File: src/rtl/nts_key_pkg.sv
// nts_key_pkg: shared widths, FSM state type and result record for the
// NTS key-fetch requester and its single-entry cache.
package nts_key_pkg;

  localparam int KEY_ID_W = 32;
  localparam int KEY_W    = 256;

  // Wide enough for the largest legal timeout (65535 cycles).
  localparam int CNT_W = 16;

  typedef enum logic [1:0] {
    ST_IDLE   = 2'd0,
    ST_REQ    = 2'd1,
    ST_ACKLOW = 2'd2
  } key_fetch_state_t;

  typedef struct packed {
    logic             ok;
    logic [KEY_W-1:0] key;
  } fetch_result_t;

  // Result reported for a timed-out lookup, and the value cleared on a new command.
  function automatic fetch_result_t empty_result();
    fetch_result_t r;
    r.ok  = 1'b0;
    r.key = '0;
    return r;
  endfunction

  // Result reported for a successful lookup with the given key.
  function automatic fetch_result_t good_result(input logic [KEY_W-1:0] k);
    fetch_result_t r;
    r.ok  = 1'b1;
    r.key = k;
    return r;
  endfunction

endpackage

File: src/rtl/nts_key_cache.sv
// nts_key_cache: single-entry last-key cache. Holds one (ID, key) pair with
// a valid bit; a flush always beats a simultaneous load so that a key the
// host has just invalidated can never survive in the cache.
module nts_key_cache
  import nts_key_pkg::*;
(
  input  logic                clk156,
  input  logic                sys_reset,
  input  logic                load,
  input  logic [KEY_ID_W-1:0] load_id,
  input  logic [KEY_W-1:0]    load_key,
  input  logic                flush,
  input  logic [KEY_ID_W-1:0] lookup_id,
  output logic                hit,
  output logic [KEY_W-1:0]    cached_key
);

  logic                valid;
  logic [KEY_ID_W-1:0] entry_id;
  logic [KEY_W-1:0]    entry_key;

  // Entry register: flush clears valid first, otherwise a load replaces the entry.
  always_ff @(posedge clk156) begin
    if (sys_reset) begin
      valid     <= 1'b0;
      entry_id  <= '0;
      entry_key <= '0;
    end else if (flush) begin
      valid <= 1'b0;
    end else if (load) begin
      valid     <= 1'b1;
      entry_id  <= load_id;
      entry_key <= load_key;
    end
  end

  assign hit        = valid && (entry_id == lookup_id);
  assign cached_key = entry_key;

endmodule

File: src/rtl/nts_key_fetch.sv
// nts_key_fetch: requester side of the key-memory lookup handshake.
// Accepts a lookup command in IDLE, runs a 4-phase key_req/key_ack cycle
// toward the key memory with a timeout, and reports done/ok/key.
// Define NTS_KEY_FETCH_CACHE_EN to include the single-entry last-key cache;
// without it every command takes the full key-memory round trip and
// key_flush has no effect.
module nts_key_fetch
  import nts_key_pkg::*;
#(
  parameter int TIMEOUT_CYCLES = 1024
)
(
  input  logic                clk156,
  input  logic                sys_reset,
  input  logic                fetch_req,
  input  logic [KEY_ID_W-1:0] fetch_id,
  output logic                fetch_ready,
  output logic                fetch_done,
  output logic                fetch_ok,
  output logic [KEY_W-1:0]    fetch_key,
  input  logic                key_flush,
  output logic                key_req,
  output logic [KEY_ID_W-1:0] key_id,
  input  logic                key_ack,
  input  logic [KEY_W-1:0]    key
);

  // Count value on the last REQ cycle before giving up on the key memory.
  localparam logic [CNT_W-1:0] CNT_LAST = CNT_W'(TIMEOUT_CYCLES - 1);

  key_fetch_state_t    state, state_n;
  logic [CNT_W-1:0]    cnt, cnt_n;
  logic                key_req_q, key_req_n;
  logic [KEY_ID_W-1:0] key_id_q, key_id_n;
  logic                done_q, done_n;
  fetch_result_t       result_q, result_n;

  logic                cache_load;
  logic                cache_hit;
  logic [KEY_W-1:0]    cache_key;

`ifdef NTS_KEY_FETCH_CACHE_EN
  nts_key_cache u_cache (
    .clk156     (clk156),
    .sys_reset  (sys_reset),
    .load       (cache_load),
    .load_id    (key_id_q),
    .load_key   (key),
    .flush      (key_flush),
    .lookup_id  (fetch_id),
    .hit        (cache_hit),
    .cached_key (cache_key)
  );
`else
  // Without the cache every lookup misses and a flush has nothing to clear.
  logic unused_cache_inputs;
  assign unused_cache_inputs = key_flush ^ cache_load;
  assign cache_hit = 1'b0;
  assign cache_key = '0;
`endif

  // Next-state and next-output logic for the request FSM.
  always_comb begin
    state_n    = state;
    cnt_n      = cnt;
    key_req_n  = key_req_q;
    key_id_n   = key_id_q;
    done_n     = 1'b0;
    result_n   = result_q;
    cache_load = 1'b0;

    case (state)
      ST_IDLE: begin
        if (fetch_req) begin
          if (cache_hit) begin
            done_n   = 1'b1;
            result_n = good_result(cache_key);
          end else begin
            state_n   = ST_REQ;
            key_req_n = 1'b1;
            key_id_n  = fetch_id;
            cnt_n     = '0;
            result_n  = empty_result();
          end
        end
      end

      ST_REQ: begin
        // An ack on the timeout cycle still counts, so it is tested first.
        if (key_ack) begin
          state_n    = ST_ACKLOW;
          key_req_n  = 1'b0;
          done_n     = 1'b1;
          result_n   = good_result(key);
          cache_load = 1'b1;
        end else if (cnt == CNT_LAST) begin
          state_n   = ST_ACKLOW;
          key_req_n = 1'b0;
          done_n    = 1'b1;
          result_n  = empty_result();
        end else begin
          cnt_n = cnt + 1'b1;
        end
      end

      ST_ACKLOW: begin
        // A late ack after a timeout is swallowed here until it drops.
        if (!key_ack) begin
          state_n = ST_IDLE;
        end
      end

      default: begin
        state_n   = ST_IDLE;
        key_req_n = 1'b0;
      end
    endcase
  end

  // State and output registers; reset returns every output to idle values.
  always_ff @(posedge clk156) begin
    if (sys_reset) begin
      state     <= ST_IDLE;
      cnt       <= '0;
      key_req_q <= 1'b0;
      key_id_q  <= '0;
      done_q    <= 1'b0;
      result_q  <= empty_result();
    end else begin
      state     <= state_n;
      cnt       <= cnt_n;
      key_req_q <= key_req_n;
      key_id_q  <= key_id_n;
      done_q    <= done_n;
      result_q  <= result_n;
    end
  end

  assign fetch_ready = (state == ST_IDLE);
  assign fetch_done  = done_q;
  assign fetch_ok    = result_q.ok;
  assign fetch_key   = result_q.key;
  assign key_req     = key_req_q;
  assign key_id      = key_id_q;

endmodule
File: config.mk
export PLATFORM = sky130hd
export DESIGN_NAME = nts_key_fetch
export DESIGN_NICKNAME = d
export VERILOG_FILES = /design/src/rtl/nts_key_pkg.sv /design/src/rtl/nts_key_cache.sv /design/src/rtl/nts_key_fetch.sv
export SDC_FILE = /design/constraint.sdc
export NUM_CORES = 1
export LEC_CHECK = 0
export ABC_AREA = 1
export CORE_AREA = 2 2 224 226
export DETAILED_ROUTE_END_ITERATION = 10
export DIE_AREA = 0 0 226 228
export PLACE_DENSITY = 0.58
export SETUP_SLACK_MARGIN = 0.1
export SLEW_MARGIN = 5
export SYNTH_ARGS = -nofsm -noshare
export SYNTH_HDL_FRONTEND = slang
export SYNTH_HIERARCHICAL = 1
export SYNTH_SLANG_ARGS = --single-unit
File: constraint.sdc
create_clock -name clk156 -period 3.25 [get_ports clk156]
set_input_delay 0.65 -clock clk156 [delete_from_list [all_inputs] [get_ports clk156]]
set_output_delay 0.65 -clock clk156 [all_outputs]
set_load 0.01 [all_outputs]
==> results of run 1 <==
## synth_stat cells, drive strengths merged
cell type / instances
nand2: 314
dfxtp: 309
a21oi: 269
nand4: 265
buf: 113
nor2: 108
clkbuf: 45
o21ai: 37
inv: 32
nand3: 27
nor3: 3
xnor2: 2
a31oi: 1
ha: 1
xor2: 1
## flip-flops by register name, indices dropped and copies added, names as in the netlist
| signal | cells |
|---|---|
| fetch_ok | 1 |
| state | 2 |
| key_id | 32 |
| fetch_done | 1 |
| key_req | 1 |
| fetch_key | 256 |
| cnt | 16 |
## worst reg2reg max path, delay by kind of cell (launching register included)
kind                   cells  cell delay [ns]
buffers and inverters      3             0.86
and+or+nand+nor            3             0.72
DFF                        1             0.37
AOI/OAI and AO/OA          1             0.18
## cell type report
type	instances	share of cell area (%)
Clock inverter	10	0.6606
Antenna cell	4	0.05131
Inverter	32	0.6542
Clock buffer	55	5.567
Tap cell	672	4.310
Sequential cell	309	31.71
Timing Repair Buffer	603	31.28
Multi-Input combinational cell	1028	25.77
## how the worst max path moves through the flow
stage,slack [ns],to,startpoint,cells after the start
after floorplan,1.62,fetch_key[100],sys_reset,4
after global placement,0.61,fetch_key[165],key_ack,7
after detailed placement,0.58,fetch_key[227],key_ack,7
after CTS,0.79,fetch_ready,state[1],4
after global routing,0.71,fetch_ready,state[1],4
final,0.84,fetch_ready,state[1],4
## cells by family after synthesis
logic type / share of synthesized area (%)
AO/OA/AOI/OAI: 12.65
XOR/XNOR: 0.2161
adder cells (fa/ha/maj): 0.1029
buffers and inverters: 7.995
flip-flops: 50.87
AND/OR/NAND/NOR: 28.16
## metrics by stage
step | std cells | utilization [%]
after floorplan | 1527 | -
after global routing | 2712 | 39.53
after detailed placement | 2644 | 37.05
after global placement | 2644 | 37.05
after CTS | 2709 | 39.51
final | 2713 | 39.53
## where the power goes
group | switching [mW] | internal [mW]
Clock | 1.65 | 2.55
Sequential | 0.0717 | 3.93
Combinational | 0.614 | 0.655
Total | 2.33 | 7.13
## per-layer routing
layer | global-route usage [%] | vias to the layer above
li1 | - | 6307
met1 | 20.63 | 6103
met2 | 28.51 | 444
met3 | 5.732 | 65
met4 | 5.691 | 2
met5 | 0 | -
==> results.cfg, run 1 <==
[synth]
synth_top_cells_by_area = dfxtp_1 (51%), nand4_1 (14%), a21oi_1 (11%)
ys_seq_area_share_pct = 50.87
synth_nets = 1821
postSynthAreaPerCell_um2 = 7.963
yosys_warnings = 6
netlist_instances = 1527
synth_top_area_cell = dfxtp_1
synth_top_area_share_pct = 50.87
synth-seq-cells = 309
yosysUniqueCellTypes = 23
syn_area_um2 = 12160

[sta]
setup_tns_ns = 0
maxSlewHeadroom_pct = 36.39
finClkSkew_ns = 0.01453
drv_slew = 0
rsz0062_at_grt = false
worstMarginPinSlew_ns = 0.9531
post-route-period-util_pct = 74.13
setup_slack_ns = 0.8408
hold_ws_ns = 0.4771
setup_viol = 0
fmax_mhz = 415.1
hold_viol = 0
period_minus_slack_ns = 2.409

[power_and_ir_drop]
p_leak_nw = 6.529
p_total_mw = 9.460
peakVddDrop_v = 0.0003292
cellPowerDensity_nw_per_um2 = 484.9

[critical_path]
cp-end-kind = output port
crit_buf_inv = 3
rr_endpoint = fetch_key[22]
arrival_ns = 1.76
r2r_slack_ns = 1.05
cp-start-kind = register
cp_slowest_cell = clkdlybuf4s50_1
cp.required_ns = 2.60
max_stage_delay_ns = 0.59
cp_max_fo = 3
cp_top_family = buffers and inverters
crit_top_cell = inv_1
crit_type = reg -> out
crit_chain = inv_1, nand2_1, inv_1, clkdlybuf4s50_1
ff2ff_path_depth = 7
worstReg2RegStart = state[0]

[cells_and_area]
areaGrowthSynthToFinish_pct = 60.44
nets = 2305
fillers = 5023
final_cell_mix = clkdlybuf4s50_1 (582), nand2_1 (312), dfxtp_1 (309), a21oi_1 (269), nand4_1 (265)
multi_input_area_um2 = 5027
layout_commonest_cell = clkdlybuf4s50_1
regArea_um2 = 6186
design_area_um2 = 19510
layout-drive-gt1-share_pct = 4.271

[clocking]
cts_root_buf = clkbuf_16
cts_setup_buffers = 0
cts_sinks = 309
clock_latency_ns = 0.54
clk_pin_slew_worst_paths_ns = 0.05
clockBufferDepth = 3
cts_buffers = 37
holdBufCountCts = 0
ctsResizeCount = 0
htree_levels = 2
cts_tree = yes

[min_path]
hold_start = key_id[22]
hold_depth = 2
min-delay-path-class = reg -> reg
hold_end = key_id[22]

[detailed_routing]
ant_nets = 0
drt_pass1_iterations = 5
vias_per_cell = 4.763
drc = 0
wl_met3_um = 4018
highest_layer = met5
drt_iter0_markers = 1002
wl_um = 46550
route.met2.wl_um = 22150
vias = 12920
wire_per_inst_um = 17.16
m1WireLength_um = 19270

[placement]
place_area_um2 = 18280
numPortBuffers = 583
dp_slack_ns = 0.5777
hpwl_um = 30630
place_congestion = 0.8059

[floorplanning]
fp.dieH_um = 228
initial_utilization_pct = 24.64
row_count = 82
die_area_um2 = 51530
io-pin-count = 585
core-area_um2 = 49350
die_x_um = 226

[grt]
grt_first_pass_wirelength_um = 71210
grt_max_degree = 171
grt_usage_pct = 17.14
antenna_found_initial = 5
first_global_vias = 12470
overflow = 0

[run]
maxCapViolCount = 0

[status]
status = finished clean
Note: power is estimated with default switching activity, not from simulation.
==> run 2, diff against run 1 <==
==> constraint.sdc (replaced) <==
create_clock -name clk156 -period 2.27 [get_ports clk156]
set_input_delay 0.454 -clock clk156 [delete_from_list [all_inputs] [get_ports clk156]]
set_output_delay 0.454 -clock clk156 [all_outputs]
set_load 0.01 [all_outputs]
==> run 2 against run 1 <==
Effect of this change:
- critical path depth up 3
- critical endpoint is now fetch_key[93]
- global-route usage up 0.19 points
- register-to-register slack worse by 1.0 ns
==> results.cfg, run 2 (synthesized netlist as in run 1, its figures left out) <==
[critical_path]
max_stage_delay_ns = 0.42
crit_type = reg -> reg
cp-start-kind = register
cp_slowest_cell = dfxtp_1
cp_max_fo = 167
arrival_ns = 2.62
cp.required_ns = 2.66
crit_chain = ha_2, nand3_2, nor2_2, nand3_4, buf_12, nand4_1, a21oi_1
cp-end-kind = register

[sta]
maxSlewHeadroom_pct = 37.64
finClkSkew_ns = 0.02150
setup_tns_ns = 0
period_minus_slack_ns = 2.224
hold_viol = 0
worstMarginPinSlew_ns = 0.9354
rsz0062_at_grt = false
drv_slew = 0
post-route-period-util_pct = 97.99
setup_viol = 0
setup_slack_ns = 0.04555
fmax_mhz = 449.5

[min_path]
min-delay-path-class = in -> reg

[placement]
hpwl_um = 32270
dpl.cell_count = 2662
place_congestion = 0.8892
dp_slack_ns = 0.1200
numPortBuffers = 583

[clocking]
cts_buffers = 37
clock_latency_ns = 0.54
clk_pin_slew_worst_paths_ns = 0.06
clockBufferDepth = 3
cts_sinks = 309
cts_tree = yes
htree_levels = 2
holdBufCountCts = 0
cts_root_buf = clkbuf_16

[status]
status = finished clean

[floorplanning]
die_x_um = 226
io-pin-count = 585
row_count = 82
core-area_um2 = 49350
initial_utilization_pct = 24.64
die_area_um2 = 51530
fp.dieH_um = 228

[cells_and_area]
postLayoutCoreUtil_pct = 40.18
layout_commonest_cell = clkdlybuf4s50_1
areaGrowthSynthToFinish_pct = 63.08
layout-drive-gt1-share_pct = 5.122
stdcell_count = 2725
fillers = 4989
final_cell_mix = clkdlybuf4s50_1 (581), nand2_1 (312), dfxtp_1 (309), a21oi_1 (269), nand4_1 (265)
largest_reg_flops = 256
nets = 2323

[grt]
first_global_vias = 12640
use_met3_pct = 5.719
overflow = 0
use_met1_pct = 20.84
grt_usage_pct = 17.33
top_usage_layer = met2
grt_first_pass_wirelength_um = 71700
met2_usage_pct = 28.51
antenna_found_initial = 4
grt_max_degree = 168

[power_and_ir_drop]
p_total_mw = 13.40
peakVddDrop_v = 0.0004438
p_leak_nw = 6.680
cellPowerDensity_nw_per_um2 = 676.0

[detailed_routing]
drc = 0
vias = 13120
wire_per_inst_um = 17.23
wl_um = 46960
drt_pass1_iterations = 5
drt_iter0_markers = 821
ant_nets = 0
vias_per_cell = 4.815

[run]
maxCapViolCount = 0
run 2: where the power goes:
group          switching [mW]  internal [mW]  leakage, nW  total [mW]
Combinational           0.900           1.02         3.59        1.92
Clock                    2.28           3.48        0.581        5.76
Sequential              0.107           5.62         2.51        5.73
Total                    3.28           10.1         6.68        13.4
run 2: per-stage QoR:
step | hold WS [ns] | cell area [um^2]
4_1_cts | 0.2012 | 19820
5_1_grt | 0.2138 | 19830
3_5_place_dp | 0.4753 | 18640
3_3_place_gp | 0.4638 | 18640
6_report | 0.2328 | 19830
2_1_floorplan | 0.4531 | 12160
run 2: final cells by class:
type	count	area (um^2)	area share [%]
antenna	3	7.507	0.03786
clock buffer	55	1115	5.622
clock inverter	5	61.31	0.3092
inverter	32	127.6	0.6436
multi-input combinational	1028	5030	25.37
sequential	309	6186	31.20
tap	672	840.8	4.240
timing repair buffer	621	6461	32.58
run 2: critical path: cells and delay by family, from the launching register on:
family	cells	cell delay, ns
AND/OR/NAND/NOR	4	0.79
flip-flops	1	0.42
adder cells (fa/ha/maj)	1	0.27
buffers and inverters	1	0.22
AO/OA/AOI/OAI	1	0.09
run 2: final timing paths:
kind / slack (ns) / start / endpoint / cells past startpoint
setup reg to reg: 0.05 / cnt[0] / fetch_key[93] / 7
setup / recovery: 0.05 / cnt[0] / fetch_key[93] / 7
hold reg to reg: 0.48 / fetch_key[113] / fetch_key[113] / 2
hold / removal: 0.23 / sys_reset / fetch_key[109] / 2
run 2: per-layer routing:
layer  routed length, um  share of wire (%)
met1               19000                 40
met2               22220                 47
met3                4205                9.0
met4                1532                3.3
met5                   8              0.017
run 2: what timing repair did:
action / in CTS / in global routing
endpoints found under the hold margin: 0 / 0
pin swaps: 0 / 1
buffers inserted: 0 / 0
resized for setup: 1 / 1
endpoints found under the setup margin: 1 / 97
==> run 3, diff against run 2 <==
--- a/config.mk
+++ b/config.mk
@@ -9,6 +9,7 @@
 export CORE_AREA = 2 2 224 226
 export DETAILED_ROUTE_END_ITERATION = 10
 export DIE_AREA = 0 0 226 228
+export MAX_ROUTING_LAYER = met4
 export PLACE_DENSITY = 0.58
 export SETUP_SLACK_MARGIN = 0.1
 export SLEW_MARGIN = 5
==> run 3 against run 2 <==
Effect of this change:
- non-clock buffer count unchanged
- die area unchanged
- clock skew increased by 0.00080 ns
- first-iteration DRC count increased by 1.1%
- fmax decreased by 1.5%
- global-route usage increased by 0.52 points
- critical path depth unchanged
- sequential power about the same
- routed wire length about the same
- sequential share of layout area about the same
- total power about the same
- cell count about the same
- critical endpoint unchanged
==> results.cfg, run 3 (synthesized netlist as in run 1, its figures left out) <==
[status]
status = finished clean

[min_path]
min-delay-path-class = in -> reg

[detailed_routing]
wl_um = 47000
ant_nets = 0
drt_pass1_iterations = 5
drc = 0
vias = 13150
vias_per_cell = 4.825
drt_iter0_markers = 830
wire_per_inst_um = 17.24

[clocking]
clock_latency_ns = 0.54
cts_tree = yes
clockBufferDepth = 3
htree_levels = 2
clk_pin_slew_worst_paths_ns = 0.06
cts_root_buf = clkbuf_16
cts_setup_buffers = 0
cts_sinks = 309
holdBufCountCts = 0
cts_buffers = 37

[grt]
grt_max_degree = 168
antenna_found_initial = 4
grt_first_pass_wirelength_um = 71570
first_global_vias = 12690
grt_usage_pct = 17.85
overflow = 0

[cells_and_area]
largest_reg_flops = 256
layout-drive-gt1-share_pct = 5.122
layout_commonest_cell = clkdlybuf4s50_1
nets = 2323
final_cell_mix = clkdlybuf4s50_1 (581), nand2_1 (312), dfxtp_1 (309), a21oi_1 (269), nand4_1 (265)
fillers = 4988
areaGrowthSynthToFinish_pct = 63.10

[floorplanning]
core-area_um2 = 49350
io-pin-count = 585
die_area_um2 = 51530
die_x_um = 226
initial_utilization_pct = 24.64
fp.dieH_um = 228
row_count = 82

[power_and_ir_drop]
p_int_mw = 10.12
peakVddDrop_v = 0.0004472
p_clk_share_pct = 43.0
power_frac_comb_pct = 14.3
seqPwrFrac_pct = 42.7
cellPowerDensity_nw_per_um2 = 676.3
p_leak_nw = 6.680
switching_power_mw = 3.290
power.share.switching_pct = 24.53

[placement]
numPortBuffers = 583
hpwl_um = 32270
place_congestion = 0.9041

[sta]
hold_viol = 0
setup_tns_ns = 0
fmax_mhz = 443.0
rsz0062_at_grt = false
period_minus_slack_ns = 2.257
finClkSkew_ns = 0.02230
post-route-period-util_pct = 99.44
drv_slew = 0
worstMarginPinSlew_ns = 0.9359
maxSlewHeadroom_pct = 37.61
hold_ws_ns = 0.2292
setup_viol = 0

[critical_path]
crit_type = reg -> reg
cp.required_ns = 2.66
arrival_ns = 2.65
cp_max_fo = 167
cp-end-kind = register
cp-start-kind = register

[run]
maxCapViolCount = 0
## run 3: power groups by stage
stage	Sequential, mW	Clock [mW]	Combinational (mW)
6_report	5.73	5.77	1.92
3_5_place_dp	5.85	0	1.92
2_1_floorplan	5.92	0	0.625
3_3_place_gp	5.84	0	1.91
5_1_grt	5.75	6.19	2.07
4_1_cts	5.73	5.98	1.93
## run 3: path summary, 6_finish.rpt
kind                                     start              to  slack (ns)  cells after the start
worst max-delay path                    cnt[0]   fetch_key[93]        0.01                      7
worst min-delay path                 sys_reset  fetch_key[109]        0.23                      2
worst max register to register          cnt[0]   fetch_key[93]        0.01                      7
worst min register to register  fetch_key[151]  fetch_key[151]        0.48                      2
## run 3: critical path, stage by stage, from the launching register on
cell     delay (ns)
dfxtp_1        0.43
ha_2           0.28
nand3_2        0.12
nor2_2         0.26
nand3_4        0.13
buf_12         0.22
nand4_1        0.29
a21oi_1        0.09
## run 3: timing repair
item                                    in CTS  in global routing
gates resized for setup                      1                  1
endpoints found under the setup margin       1                 97
pin swaps                                    0                  1
## run 3: layout make-up
class	instances	area [um^2]	share of cell area, %
timing repair buffer	621	6461	32.58
sequential	309	6186	31.19
multi-input combinational	1028	5030	25.36
clock buffer	55	1115	5.621
tap	672	840.8	4.240
inverter	32	127.6	0.6435
clock inverter	5	61.31	0.3091
antenna	4	10.01	0.05047
## run 3: metal layers
layer  routed length, um  vias to the layer above  GRT usage, %  part of all wire [%]
met2               22140                      535         28.48                    47
met5                   0                        -             -                     0
met1               19240                     6169         21.16                    41
met3                4109                      100         5.255                   8.7
met4                1515                        0         6.623                   3.2
li1                    -                     6348             -                     -
## run 3: metrics by stage
stage	power, mW	std cells	util [%]	area [um^2]	worst slack (ns)
after floorplan	6.550	1527	-	12160	0.6558
after global placement	7.748	2662	37.78	18640	0.1565
after detailed placement	7.770	2662	37.78	18640	0.1200
after CTS	13.64	2722	40.16	19820	0.2297
after global routing	14.01	2726	40.19	19830	0.1041
final	13.41	2726	40.19	19830	0.01274
